$ cat src/rtl/axi_pc_status_logger.sv
// axi_pc_status_logger: captures first/sticky protocol-checker violations, counts new events, serves them over a word read port
module axi_pc_status_logger #(
  parameter int STATUS_W = 160,
  parameter int CNT_W = 32,
  parameter int TS_W = 48
) (
  input  logic                aclk,
  input  logic                areset,
  input  logic [STATUS_W-1:0] pc_status,
  input  logic                pc_asserted,
  input  logic                clear,
  input  logic                irq_en,
  output logic                irq,
  input  logic                rd_valid,
  output logic                rd_ready,
  input  logic [4:0]          rd_addr,
  output logic                rd_data_valid,
  output logic [31:0]         rd_data,
  input  logic                rd_data_ready
);
  localparam int NW = STATUS_W / 32;
  typedef enum logic {IDLE, CAPTURED} cap_t;
  typedef enum logic {R_IDLE, R_RESP} rd_t;
  cap_t cap_state, cap_next;
  rd_t rd_state, rd_next;
  logic [TS_W-1:0] ts, first_ts;
  logic [STATUS_W-1:0] sticky, first_status;
  logic [CNT_W-1:0] count;
  logic ovf, captured, evt, trig, accept;
  logic [31:0] rd_word;
  assign captured = cap_state == CAPTURED;
  assign evt = |(pc_status & ~sticky);
  assign trig = pc_asserted | (|pc_status);
  assign rd_ready = rd_state == R_IDLE;
  assign rd_data_valid = rd_state == R_RESP;
  assign accept = rd_valid & rd_ready;
  always_comb begin
    cap_next = clear ? IDLE : (!captured && trig) ? CAPTURED : cap_state;
    rd_next = accept ? R_RESP : (rd_data_valid && rd_data_ready) ? R_IDLE : rd_state;
  end
  always_comb begin
    rd_word = rd_addr == 5'd16 ? 32'(count) :
              rd_addr == 5'd17 ? first_ts[31:0] :
              rd_addr == 5'd18 ? 32'(first_ts >> 32) :
              rd_addr == 5'd19 ? {30'b0, ovf, captured} :
              rd_addr == 5'd20 ? ts[31:0] : 32'b0;
    for (int i = 0; i < NW; i++) begin
      if (rd_addr == 5'(i)) rd_word = first_status[32*i +: 32];
      if (rd_addr == 5'(8 + i)) rd_word = sticky[32*i +: 32];
    end
  end
  always_ff @(posedge aclk) begin
    if (areset) begin
      cap_state <= IDLE;
      rd_state <= R_IDLE;
      ts <= '0;
      first_ts <= '0;
      first_status <= '0;
      sticky <= '0;
      count <= '0;
      ovf <= 1'b0;
      irq <= 1'b0;
      rd_data <= '0;
    end else begin
      cap_state <= cap_next;
      rd_state <= rd_next;
      ts <= ts + 1'b1;
      irq <= captured & irq_en;
      if (accept) rd_data <= rd_word;
      if (clear) begin
        first_ts <= '0;
        first_status <= '0;
        sticky <= '0;
        count <= '0;
        ovf <= 1'b0;
      end else begin
        if (evt) begin
          sticky <= sticky | pc_status;
          count <= &count ? count : count + 1'b1;
          ovf <= ovf | (&count);
        end
        if (!captured && trig) begin
          first_status <= pc_status;
          first_ts <= ts;
        end
      end
    end
  end
endmodule

$ cat config.mk
export PLATFORM = sky130hd
export DESIGN_NAME = axi_pc_status_logger
export DESIGN_NICKNAME = d
export VERILOG_FILES = /design/src/rtl/axi_pc_status_logger.sv
export SDC_FILE = /design/constraint.sdc
export NUM_CORES = 1
export LEC_CHECK = 0
export BUFFER_PORTS_ARGS = -buffer_cell sky130_fd_sc_hd__buf_2
export CAP_MARGIN = 20
export CELL_PAD_IN_SITES_DETAIL_PLACEMENT = 1
export CELL_PAD_IN_SITES_GLOBAL_PLACEMENT = 1
export CORE_MARGIN = 5
export CORE_UTILIZATION = 30
export DETAILED_ROUTE_END_ITERATION = 12
export GPL_TIMING_DRIVEN = 0
export PLACE_DENSITY = 0.62
export RECOVER_POWER = 25
export SYNTH_ARGS = -nofsm -noshare
export SYNTH_HDL_FRONTEND = slang
export SYNTH_SLANG_ARGS = --single-unit
$ cat constraint.sdc
create_clock -name aclk -period 2.4 [get_ports aclk]
set_input_delay 0.24 -clock aclk [delete_from_list [all_inputs] [get_ports aclk]]
set_output_delay 0.24 -clock aclk [all_outputs]
set_load 0.02 [all_outputs]
---- After elaboration in Yosys (flattened, before gate mapping) ----
Index checks and enable logic that the tools add are counted.
cells by class
  reductions and logical operators ........ 10
  $mul .................................... 0
  $add $sub $neg .......................... 2
  mux-type cells .......................... 17
  eq/ne operators ......................... 14
  div/mod/pow operators ................... 0
  bitwise gates (word level) .............. 9
  magnitude comparators ................... 0
  shift operators ......................... 0
operators with widths
  kind                     number
  $mux W32                 15
  $reduce_or A160 Y1       2
  $and A160 B160 Y160      1
  $not A160 Y160           1
  $or A160 B160 Y160       1
  $add A48 B1 Y48 const B  1
  $add A32 B1 Y32 const B  1
  $reduce_and A32 Y1       1
  $eq A5 B4 Y1 const B     5
  $eq A5 B5 Y1 const B     5
  $eq A5 B2 Y1 const B     2
  $eq A5 B1 Y1 const B     1
  $eq A5 B3 Y1 const B     1
  $logic_not A5 Y1         1
  $and A1 B1 Y1            2
  $logic_and A1 B1 Y1      2
  $mux W1                  2
  $not A1 Y1               2
  $or A1 B1 Y1             2
  $reduce_and A2 Y1        1
  $reduce_bool A2 Y1       1
  $reduce_or A2 Y1         1
  $logic_not A1 Y1         1
word-level totals
  memory bits (read-only) ................. 0
  memories ................................ 0
  bits in writable memories ............... 0
  input bits .............................. 172
  register bits ........................... 484
  bits in latches ......................... 0
  logic and storage cells ................. 62

---- Depth between registers and ports, before layout ----
Gate-level depths: netlist of the first run.
  depth in word-level cells ............... 16
  mapped depth ............................ 10

---- Least setup slack after synthesis of the first run ----
Ideal clock, no wire load.
  kind .................................... reg2reg
  from .................................... register sticky[99]
  to ...................................... register sticky[100]
  slack ................................... 202 ps
  library setup time ...................... 128 ps
  data required time ...................... 2272 ps
  period minus slack after synthesis ...... 2198 ps
  arrival ................................. 2071 ps
  cell stages (with the launch flop) ...... 11
  cells stage by stage .................... dfxtp_1 -> nand2b_1 -> o2111ai_1 -> nor4_1 -> nand4_1 -> or4_1 -> clkbuf_1 -> clkbuf_1 -> buf_2 -> a21oi_1 -> nor2_1
between the ends
  word-level cells in the longest chain between the ends .. 3
ends and longest elaborated chain
  item                    RTL line  RTL
  from (decl)             27        logic [STATUS_W-1:0] sticky, first_status;
  from (signal assigned)  78        sticky <= sticky | pc_status;
  $not A160 Y160          32        assign evt = |(pc_status & ~sticky);
  $and A160 B160 Y160     32
  $reduce_or A160 Y1      32
Every way passes these cells.
A chain may end at the register's enable or synchronous reset.

---- Worst setup path in the final report of the first run ----
  from .................................... input pc_status[5]
  to ...................................... register first_status[151]
between the ends
  word-level cells in the longest chain between the ends .. 3
ends and longest elaborated chain
  item                  RTL line  RTL
  from (decl)           9         input logic [STATUS_W-1:0] pc_status,
  $reduce_or A160 Y1    33        assign trig = pc_asserted | (|pc_status);
  $or A1 B1 Y1          33
  $logic_and A1 B1 Y1   82        if (!captured && trig) begin
  to (signal assigned)  83        first_status <= pc_status;
  to (decl)             27
Every way passes these cells.

==> impl_metrics.csv, run 1 <==
group,metric,value,unit
critical_path,r2r_cells,8,
synth,seq_area_frac_synth,0.441,
critical_path,r2r_slack,-270,ps
drt,vias_per_cell,5.84,
critical_path,cp-endpoint,"first_status[151]",
clocking,cts_buffer_depth,3,
critical_path,worstSetupStartpoint,"pc_status[5]",
power_and_ir_drop,irDropWorstVdd,0.000493,V
synth,synth_nets,2781,
critical_path,worstPathArrival,3220,ps
critical_path,path_class,"in2reg",
synth,synthesis.area,22000,um^2
critical_path,rr_endpoint,"sticky[108]",
synth,synth-edff-count,0,
timing,finalSetupViolations,399,
synth,synth_seq_cells,484,
place,port_buffers,205,
hold_path,min_from,"pc_status[37]",
grt,grtUsageMet2,0.501,
grt,met3_usage,0.0584,
timing,slew_violations,0,
timing,post-route-period-util,1.14,
timing,slew-limit-headroom,0.202,
place,dp.final_hpwl,96100,um
critical_path,cp_cell_sequence,"clkbuf_2 -> nor4_4 -> nand4_1 -> nor4_2 -> nand4_1 -> buf_4 -> nor2b_4 -> clkbuf_8 -> clkbuf_4 -> mux2i_1 -> nor2_1",
synth,synth.avg_cell_area,8.42,um^2
clocking,htree_levels,2,
floorplan,start_util,0.302,
critical_path,cp_common_cell,"nand4_1",
drt,drtPass1Iterations,5,
grt,antenna_found_initial,7,
floorplan,die_area,78700,um^2
floorplan,dieWidth,281,um
clocking,cts_sinks,484,
job,cap_violations,0,
critical_path,crit_fanout,10,
grt,grt_overflow_total,0,
power_and_ir_drop,intPower,15.0,mW
timing,finalCriticalPeriod,2730,ps
clocking,clk_latency,640,ps
floorplan,die_h,281,um
critical_path,cp.required,2890,ps
synth,ys_warn_count,0,
drt,drc,0,
critical_path,cp-start-kind,"primary input",
clocking,cts_inserted_buffers,56,
timing,fmax,366,MHz
power_and_ir_drop,p_total,20.8,mW
floorplan,num_rows,99,
status,status,"finished with violations",
final_layout,fin_nets,3231,
timing,holdWs,-0.775,ps
power_and_ir_drop,clockPowerShare,0.459,
power_and_ir_drop,swShare,0.278,
synth,ys.flop_type,"dfxtp_1",
timing,worst-slew-pin-transition,1200,ps
critical_path,r2r_start,"sticky[142]",
timing,hold_violations,1,
clocking,root_buffer,"clkbuf_16",
synth,synth_cell_type_count,55,
synth,postSynthCellCount,2607,
final_layout,synthToLayoutAreaGrowth,36.7,%
grt,busiest_layer,"met2",
power_and_ir_drop,p_leak,12.4,nW
power_and_ir_drop,p_sw,5.77,mW
clocking,cts_tree,"done",
grt,grt_pass1_wl,178000,um
grt,grt_max_degree,14,
critical_path,slowest_stage,"nor4_2",
critical_path,cpPeakStageDelay,630,ps
grt,use_met1,0.403,
clocking,clkSlewWorstSetupHoldPaths,60,ps
drt,wl,130000,um
timing,fin_ws,-334,ps
timing,finClkSkew,29.9,ps
hold_path,hp-class,"in2reg",
grt,grt_pass1_vias,23947,
timing,grt_setup_unrepaired,"true",
drt,vias,23721,
floorplan,core-area,72700,um^2
final_layout,layout-drive-gt1-share,0.218,
grt,grt_use_total,0.311,
floorplan,io_pins,207,
drt,routedWlPerCell,31.9,um
power_and_ir_drop,power_frac_seq,0.415,
power_and_ir_drop,power_density,693,nW/um^2
synth,synthArstFlopShare,0,
place,gp_congestion,1.01,
drt,drt_iter0_markers,2173,
critical_path,end_kind,"flip-flop",
status,violations,"negative hold slack, negative setup slack",
drt,ant_nets,0,
power_and_ir_drop,p_comb_frac,0.126,
## how the worst min path moves through the flow
| stage | to | slack [ps] | depth (start not counted) |
|---|---|---|---|
| after global routing | sticky[119] | 7 | 3 |
| after global placement | rd_data_valid | 430 | 2 |
| after detailed placement | rd_data_valid | 450 | 2 |
| after CTS | sticky[37] | 1 | 3 |
| final | sticky[37] | -0.8 | 3 |
| after floorplan | rd_data_valid | 340 | 1 |
## Yosys cell counts, drive strengths merged, types with 4 or more instances
cell       n  area [um^2]
o22ai     73          457
a222oi    12          120
clkbuf   119          447
a211oi    26          195
nand4     37          231
nor2     481         1810
a221o     10          100
dfxtp    484         9690
o21ai    111          556
a22oi     27          203
nor2b     23          144
o211ai    15          113
o221ai     7         61.3
nand2b    71          444
xor2      17          149
buf       58          270
a221oi    19          166
and4       9         78.8
mux2i    262         2620
and3      15         93.8
a41o       6         60.1
nor3      42          215
a31oi     38          238
o21a       5         37.5
inv      106          398
a22o      15          131
and2       7         43.8
nand2     76          285
nand3     49          245
xnor2     19          166
o2111ai   23          201
a21oi    219         1100
or3       34          213
nor4      58          375
a32o       4         40.0
or4        4         30.0
## logic make-up (layout without fill, tap and decap cells)
| family | Yosys count | in the layout | synth area share |
|---|---|---|---|
| compound gates | 623 | 623 | 0.177 |
| xor+xnor | 36 | 36 | 0.0144 |
| fa+ha+maj | 2 | 2 | 0.00114 |
| buf+inv | 283 | 775 | 0.0508 |
| flops | 484 | 484 | 0.441 |
| mux | 262 | 262 | 0.119 |
| other cells | 0 | 6 | 0 |
| simple gates | 917 | 918 | 0.196 |
## critical path, delay by kind of cell
kind	cells	cell delay [ps]
simple gates	6	1610
buf+inv	4	1060
mux	1	270
## power groups by stage
stage                     registers [mW]  clock network, mW  logic, mW
after floorplan                     8.67                  0      0.993
final                               8.62               9.55       2.63
after detailed placement            8.74                  0       2.07
after CTS                           8.59               9.57       2.47
after global placement              8.73                  0       2.03
after global routing                8.64               9.92       2.71
## flip-flops by register name, indices dropped and copies added, names as in the netlist, 32 cells and up
signal        count
ts               48
first_ts         48
first_status    160
sticky          160
rd_data          32
count            32
## stage by stage
stage | setup WS, ps | setup TNS, ps | utilization | cells | instance area, um^2
final | -334 | -79240 | 0.413 | 4065 | 30000
after global routing | -362 | -98360 | 0.413 | 4060 | 30000
after CTS | -205 | -33450 | 0.400 | 4037 | 29100
after detailed placement | -2100 | -640590 | 0.333 | 3774 | 24200
after global placement | -2010 | -646960 | 0.333 | 3771 | 24200
after floorplan | 202 | 0 | - | 2607 | 22000
## per-layer routing
| layer | routed length, um | up-vias |
|---|---|---|
| li1 | - | 10245 |
| met1 | 52600 | 12006 |
| met2 | 57700 | 1157 |
| met3 | 10800 | 311 |
| met4 | 8600 | 2 |
| met5 | 15 | - |
## timing repair
item                                    CTS  global route
endpoints found under the setup margin  452           356
hold buffers                            152             0
pin swaps                                25            44
cloned                                    1             6
endpoints found under the hold margin   251             0
setup buffers                            11            15
resized for setup                       300           239
## layout by cell type (no fill, tap or decap), types with 37 or more instances in the layout
cell type	netlist	routed
nor2_1	480	476
dfxtp_1	484	446
mux2i_1	262	262
buf_2	42	194
dlygate4sd3_1	0	152
clkbuf_1	119	126
a21oi_2	0	124
o21ai_0	111	107
inv_1	106	106
a21oi_1	219	78
nand2_1	76	75
o22ai_1	73	73
clkbuf_16	0	64
nand3_1	49	48
nor4_1	56	43
nor3_1	41	38
nand2b_4	0	38
nand4_1	37	37
## final cells by class
class,count,area [um^2]
Clock inverter,20,332
Timing Repair Buffer,394,2880
Inverter,106,398
Sequential cell,484,9740
Clock buffer,81,1680
Tap cell,959,1200
Antenna cell,6,15.0
Fill cell,8450,42700
Buffer,174,1110
Multi-Input combinational cell,1841,12700
(Power assumes the default switching activity.)
==> run 2, diff against run 1 <==
Settings changed: CORE_MARGIN 5 to not set, PLACE_DENSITY 0.62 to 0.59.
==> run 2 against run 1 <==
Compared with the run above: the flow finishes with violations (negative setup slack); clock skew decreased by 12 ps; cell area increased by 0.93%; fmax is 1.9% lower; non-clock buffer count increased by 7; register-to-register slack got worse by 120 ps; critical endpoint is now sticky[142].
==> impl_metrics.csv, run 2 (synthesis gave the netlist of run 1 again) <==
group,metric,value,unit
floorplan,die_area,74300,um^2
place,port_buffers,205,
grt,grt_use_total,0.338,
floorplan,dieWidth,273,um
clocking,root_buffer,"clkbuf_16",
clocking,clkSlewWorstSetupHoldPaths,60,ps
critical_path,worstPathArrival,3280,ps
drt,drc,0,
final_layout,synthToLayoutAreaGrowth,38.0,%
timing,slew-limit-headroom,0.187,
clocking,cts_inserted_buffers,59,
grt,grt_pass1_wl,179000,um
clocking,htree_levels,2,
floorplan,die_h,273,um
status,status,"finished with violations",
drt,wl,130000,um
place,placed_area,24200,um^2
critical_path,r2r_slack,-390,ps
floorplan,core-area,72000,um^2
drt,drtPass1Iterations,8,
timing,hold_violations,0,
grt,grt_max_degree,15,
timing,fmax,359,MHz
timing,finClkSkew,17.8,ps
critical_path,crit_fanout,10,
job,cap_violations,0,
final_layout,fin_nets,3241,
power_and_ir_drop,p_leak,12.5,nW
timing,grt_setup_unrepaired,"true",
final_layout,final_cells,4065,
critical_path,cp.required,2890,ps
final_layout,layout-drive-gt1-share,0.228,
drt,ant_nets,0,
power_and_ir_drop,p_total,20.9,mW
status,violations,"negative setup slack",
clocking,cts_sinks,484,
clocking,cts_tree,"done",
critical_path,cp-start-kind,"flip-flop",
timing,slew_violations,0,
drt,vias_per_cell,5.82,
hold_path,hp-class,"in2reg",
grt,grt_pass1_vias,23655,
place,dp_cells,3768,
final_layout,final_cell_area,30300,um^2
timing,holdWs,13.1,ps
clocking,cts_buffer_depth,3,
place,pre_cts_ws,-2240,ps
critical_path,path_class,"reg2reg",
final_layout,reg_top3,"first_status x160, sticky x160",
power_and_ir_drop,power_density,690,nW/um^2
floorplan,start_util,0.305,
critical_path,end_kind,"flip-flop",
clocking,clk_latency,640,ps
final_layout,final_common_cell,"nor2_1",
drt,routedWlPerCell,31.9,um
timing,finalCriticalPeriod,2790,ps
power_and_ir_drop,irDropWorstVdd,0.000578,V
place,gp_congestion,0.985,
floorplan,io_pins,207,
grt,grt_overflow_total,0,
timing,worst-slew-pin-transition,1220,ps
timing,finalSetupViolations,335,
timing,post-route-period-util,1.16,
timing,fin_ws,-388,ps
final_layout,layout_common_cells,"nor2_1, dfxtp_1, mux2i_1",
place,dp.final_hpwl,97200,um
floorplan,num_rows,98,
grt,antenna_found_initial,4,
drt,drt_iter0_markers,2000,
drt,vias,23653,
run 2: cell count changes in the layout (fill, tap and decap cells not counted), sizes merged:
cell,before,now
dlygate4sd3,152,163
buf,249,248
diode,6,2
clkdlybuf4s15,2,1
clkbuf,246,250
clkinvlp,1,0
inv,107,106
bufinv,9,8
clkinv,9,12
run 2: metrics by stage:
stage               TNS [ps]  utilization
CTS                   -39190        0.407
detailed placement   -676070        0.337
global route          -66060        0.421
global placement     -684330        0.336
floorplan                  0            -
finish                -73310        0.421
run 2: final cells by class:
class / instances / area, um^2
flip-flops and latches: 484 / 9740
fillers: 8276 / 41700
well taps: 950 / 1190
clock buffers: 87 / 1740
multi-input cells: 1841 / 12800
plain buffers: 173 / 1110
clock inverters: 20 / 304
repair buffers: 402 / 3000
diodes: 2 / 5.00
inverters: 106 / 398
run 2: what timing repair did:
item / in CTS / in global routing
hold buffers: 163 / 0
pin swaps: 23 / 80
endpoints found under the setup margin: 454 / 318
gates cloned: 1 / 7
setup buffers: 12 / 9
endpoints found under the hold margin: 262 / 0
resized for setup: 317 / 259
run 2: power breakdown:
part           total [mW]  internal, mW  switching, mW
Combinational        2.63         0.935           1.69
Sequential           8.63          8.32          0.304
Clock                9.66          5.84           3.82
Total                20.9          15.1           5.82
run 2: critical path, cell delays in order, from the launching register on:
cell and delay [ps]:
dfxtp_1 350, nand2b_1 190, o2111ai_1 200, nor4_4 300, nand4_1 270, or4_4 710
buf_12 210, buf_12 170, a21oi_2 140, nor2_1 60
run 2: final timing paths:
path / cells past startpoint / to / startpoint
max: 9 / sticky[142] / sticky[70]
min: 3 / first_status[59] / pc_status[59]
max reg2reg: 9 / sticky[142] / sticky[70]
min reg2reg: 2 / ovf / ovf
run 2: per-layer routing:
metal	GRT usage	up-vias	wire length, um
li1	-	10292	-
met1	0.433	12007	54800
met2	0.560	1032	59400
met3	0.0459	322	7790
met4	0.156	0	7890
met5	0	-	0
==> run 3, diff against run 2 <==
Clock period 2.4 ns to 3.2 ns, I/O delays scaled along.
==> run 3 against run 2 <==
Compared with the run above: the flow still finishes with violations (negative setup slack); global-route usage shrank 1.8 points; non-clock buffer count down 155; sequential share of layout area is 4.1 points higher; die area did not move; routed wire length shrank 6.3%; setup slack gained 340 ps; first-iteration DRC count is 5.4% lower; critical path type is now in2reg; critical endpoint is now rd_data[16].
==> impl_metrics.csv, run 3 (synthesis gave the netlist of run 1 again) <==
group,metric,value,unit
grt,grt_pass1_vias,22306,
clocking,clk_latency,640,ps
critical_path,path_class,"in2reg",
clocking,cts_sinks,484,
timing,finalCriticalPeriod,3240,ps
place,port_buffers,205,
hold_path,hp-class,"in2reg",
timing,post-route-period-util,1.01,
timing,fin_ws,-43.4,ps
power_and_ir_drop,irDropWorstVdd,0.000412,V
final_layout,multi_input_area,11300,um^2
floorplan,dieWidth,273,um
timing,slew_violations,0,
final_layout,ff_latch_area,9690,um^2
timing,fmax,308,MHz
grt,grt_pass1_wl,169000,um
grt,grt_max_degree,15,
timing,finClkSkew,21.5,ps
status,violations,"negative setup slack",
drt,vias,22606,
power_and_ir_drop,power_density,572,nW/um^2
job,cap_violations,0,
drt,vias_per_cell,5.78,
timing,finalSetupViolations,1,
grt,grt_overflow_total,0,
power_and_ir_drop,p_leak,11.1,nW
critical_path,crit_fanout,10,
timing,setup_tns,-43.4,ps
final_layout,final_common_cell,"dfxtp_1",
floorplan,die_area,74300,um^2
timing,hold_violations,0,
grt,grt_use_total,0.319,
floorplan,start_util,0.305,
drt,drtPass1Iterations,6,
drt,drc,0,
floorplan,die_h,273,um
drt,routedWlPerCell,31.1,um
critical_path,cp-start-kind,"primary input",
critical_path,cp.required,3700,ps
final_layout,synthToLayoutAreaGrowth,21.9,%
clocking,cts_inserted_buffers,59,
drt,ant_nets,0,
clocking,cts_buffer_depth,3,
drt,drt_iter0_markers,1892,
final_layout,fin_nets,3085,
critical_path,end_kind,"flip-flop",
floorplan,io_pins,207,
floorplan,core-area,72000,um^2
final_layout,nFillCells,8527,
place,pre_cts_ws,-1520,ps
power_and_ir_drop,p_total,15.3,mW
clocking,root_buffer,"clkbuf_16",
timing,slew-limit-headroom,0.250,
final_layout,layout_common_cells,"dfxtp_1, nor2_1, mux2i_1",
status,status,"finished with violations",
floorplan,num_rows,98,
place,dp.final_hpwl,97200,um
place,gp_congestion,0.985,
grt,antenna_found_initial,8,
drt,wl,122000,um
clocking,cts_tree,"done",
final_layout,reg_top3,"first_status x160, sticky x160",
critical_path,worstPathArrival,3740,ps
clocking,htree_levels,2,
final_layout,layout-drive-gt1-share,0.120,
timing,worst-slew-pin-transition,1120,ps
clocking,clkSlewWorstSetupHoldPaths,60,ps
run 3: changes by cell type in the layout (fill, tap and decap cells not counted), moves of 14 or more:
cell           delta
buf_12           -18
buf_2            +16
a21oi_2         -140
clkbuf_1         +43
clkbuf_2         -30
nor4_1           +14
dfxtp_2          -35
nand2b_1         +34
a21oi_1         +148
nand2b_4         -36
dfxtp_1          +37
dlygate4sd3_1   -132
buf_4            -17
run 3: path summary, 6_finish.rpt:
path / from / endpoint / slack, ps / depth (start not counted)
setup / recovery: rd_addr[3] / rd_data[16] / -40 / 10
hold / removal: pc_status[37] / first_status[37] / 4 / 3
setup reg to reg: sticky[60] / sticky[115] / 50 / 9
hold reg to reg: ovf / ovf / 480 / 2
run 3: metrics by stage:
stage                     cells  instance area [um^2]  hold slack (ps)  utilization
after floorplan            2607                 22000              419            -
after global placement     3762                 24200              457        0.336
after detailed placement   3768                 24200              466        0.337
after CTS                  3906                 26700            0.479        0.371
after global routing       3907                 26700             10.3        0.372
final                      3911                 26800             4.47        0.372
run 3: worst max-delay path, cell delays in order:
cell and delay [ps]:
buf_2 130, clkbuf_1 590, nor3b_1 130, and2_1 190, buf_2 210, clkbuf_1 370, a222oi_1 870, a31oi_1 430
o211ai_1 350, o21ai_0 130
run 3: what timing repair did:
| item | 4_1_cts | 5_1_grt |
|---|---|---|
| hold buffers | 31 | 0 |
| setup buffers | 0 | 1 |
| pin swaps | 1 | 3 |
| hold endpoints to repair | 43 | 0 |
| resized for setup | 29 | 25 |
| endpoints found under the setup margin | 409 | 292 |
run 3: layout make-up:
cell class / instances / area share
Antenna cell: 4 / 0.000374
Buffer: 175 / 0.0271
Clock buffer: 87 / 0.0652
Clock inverter: 20 / 0.0114
Inverter: 106 / 0.0149
Multi-Input combinational cell: 1840 / 0.424
Sequential cell: 484 / 0.362
Tap cell: 950 / 0.0444
Timing Repair Buffer: 245 / 0.0508
run 3: metal layers:
metal	routed length, um	GRT usage	up-vias
met3	7740	0.0449	237
met4	6230	0.151	10
met5	61	0	-
met1	51400	0.412	11509
met2	56200	0.524	896
li1	-	-	9954
run 3: power by group:
group	switching, mW	internal [mW]	total, mW
Combinational	1.13	0.510	1.64
Clock	2.85	4.38	7.24
Sequential	0.205	6.24	6.45
Total	4.19	11.1	15.3
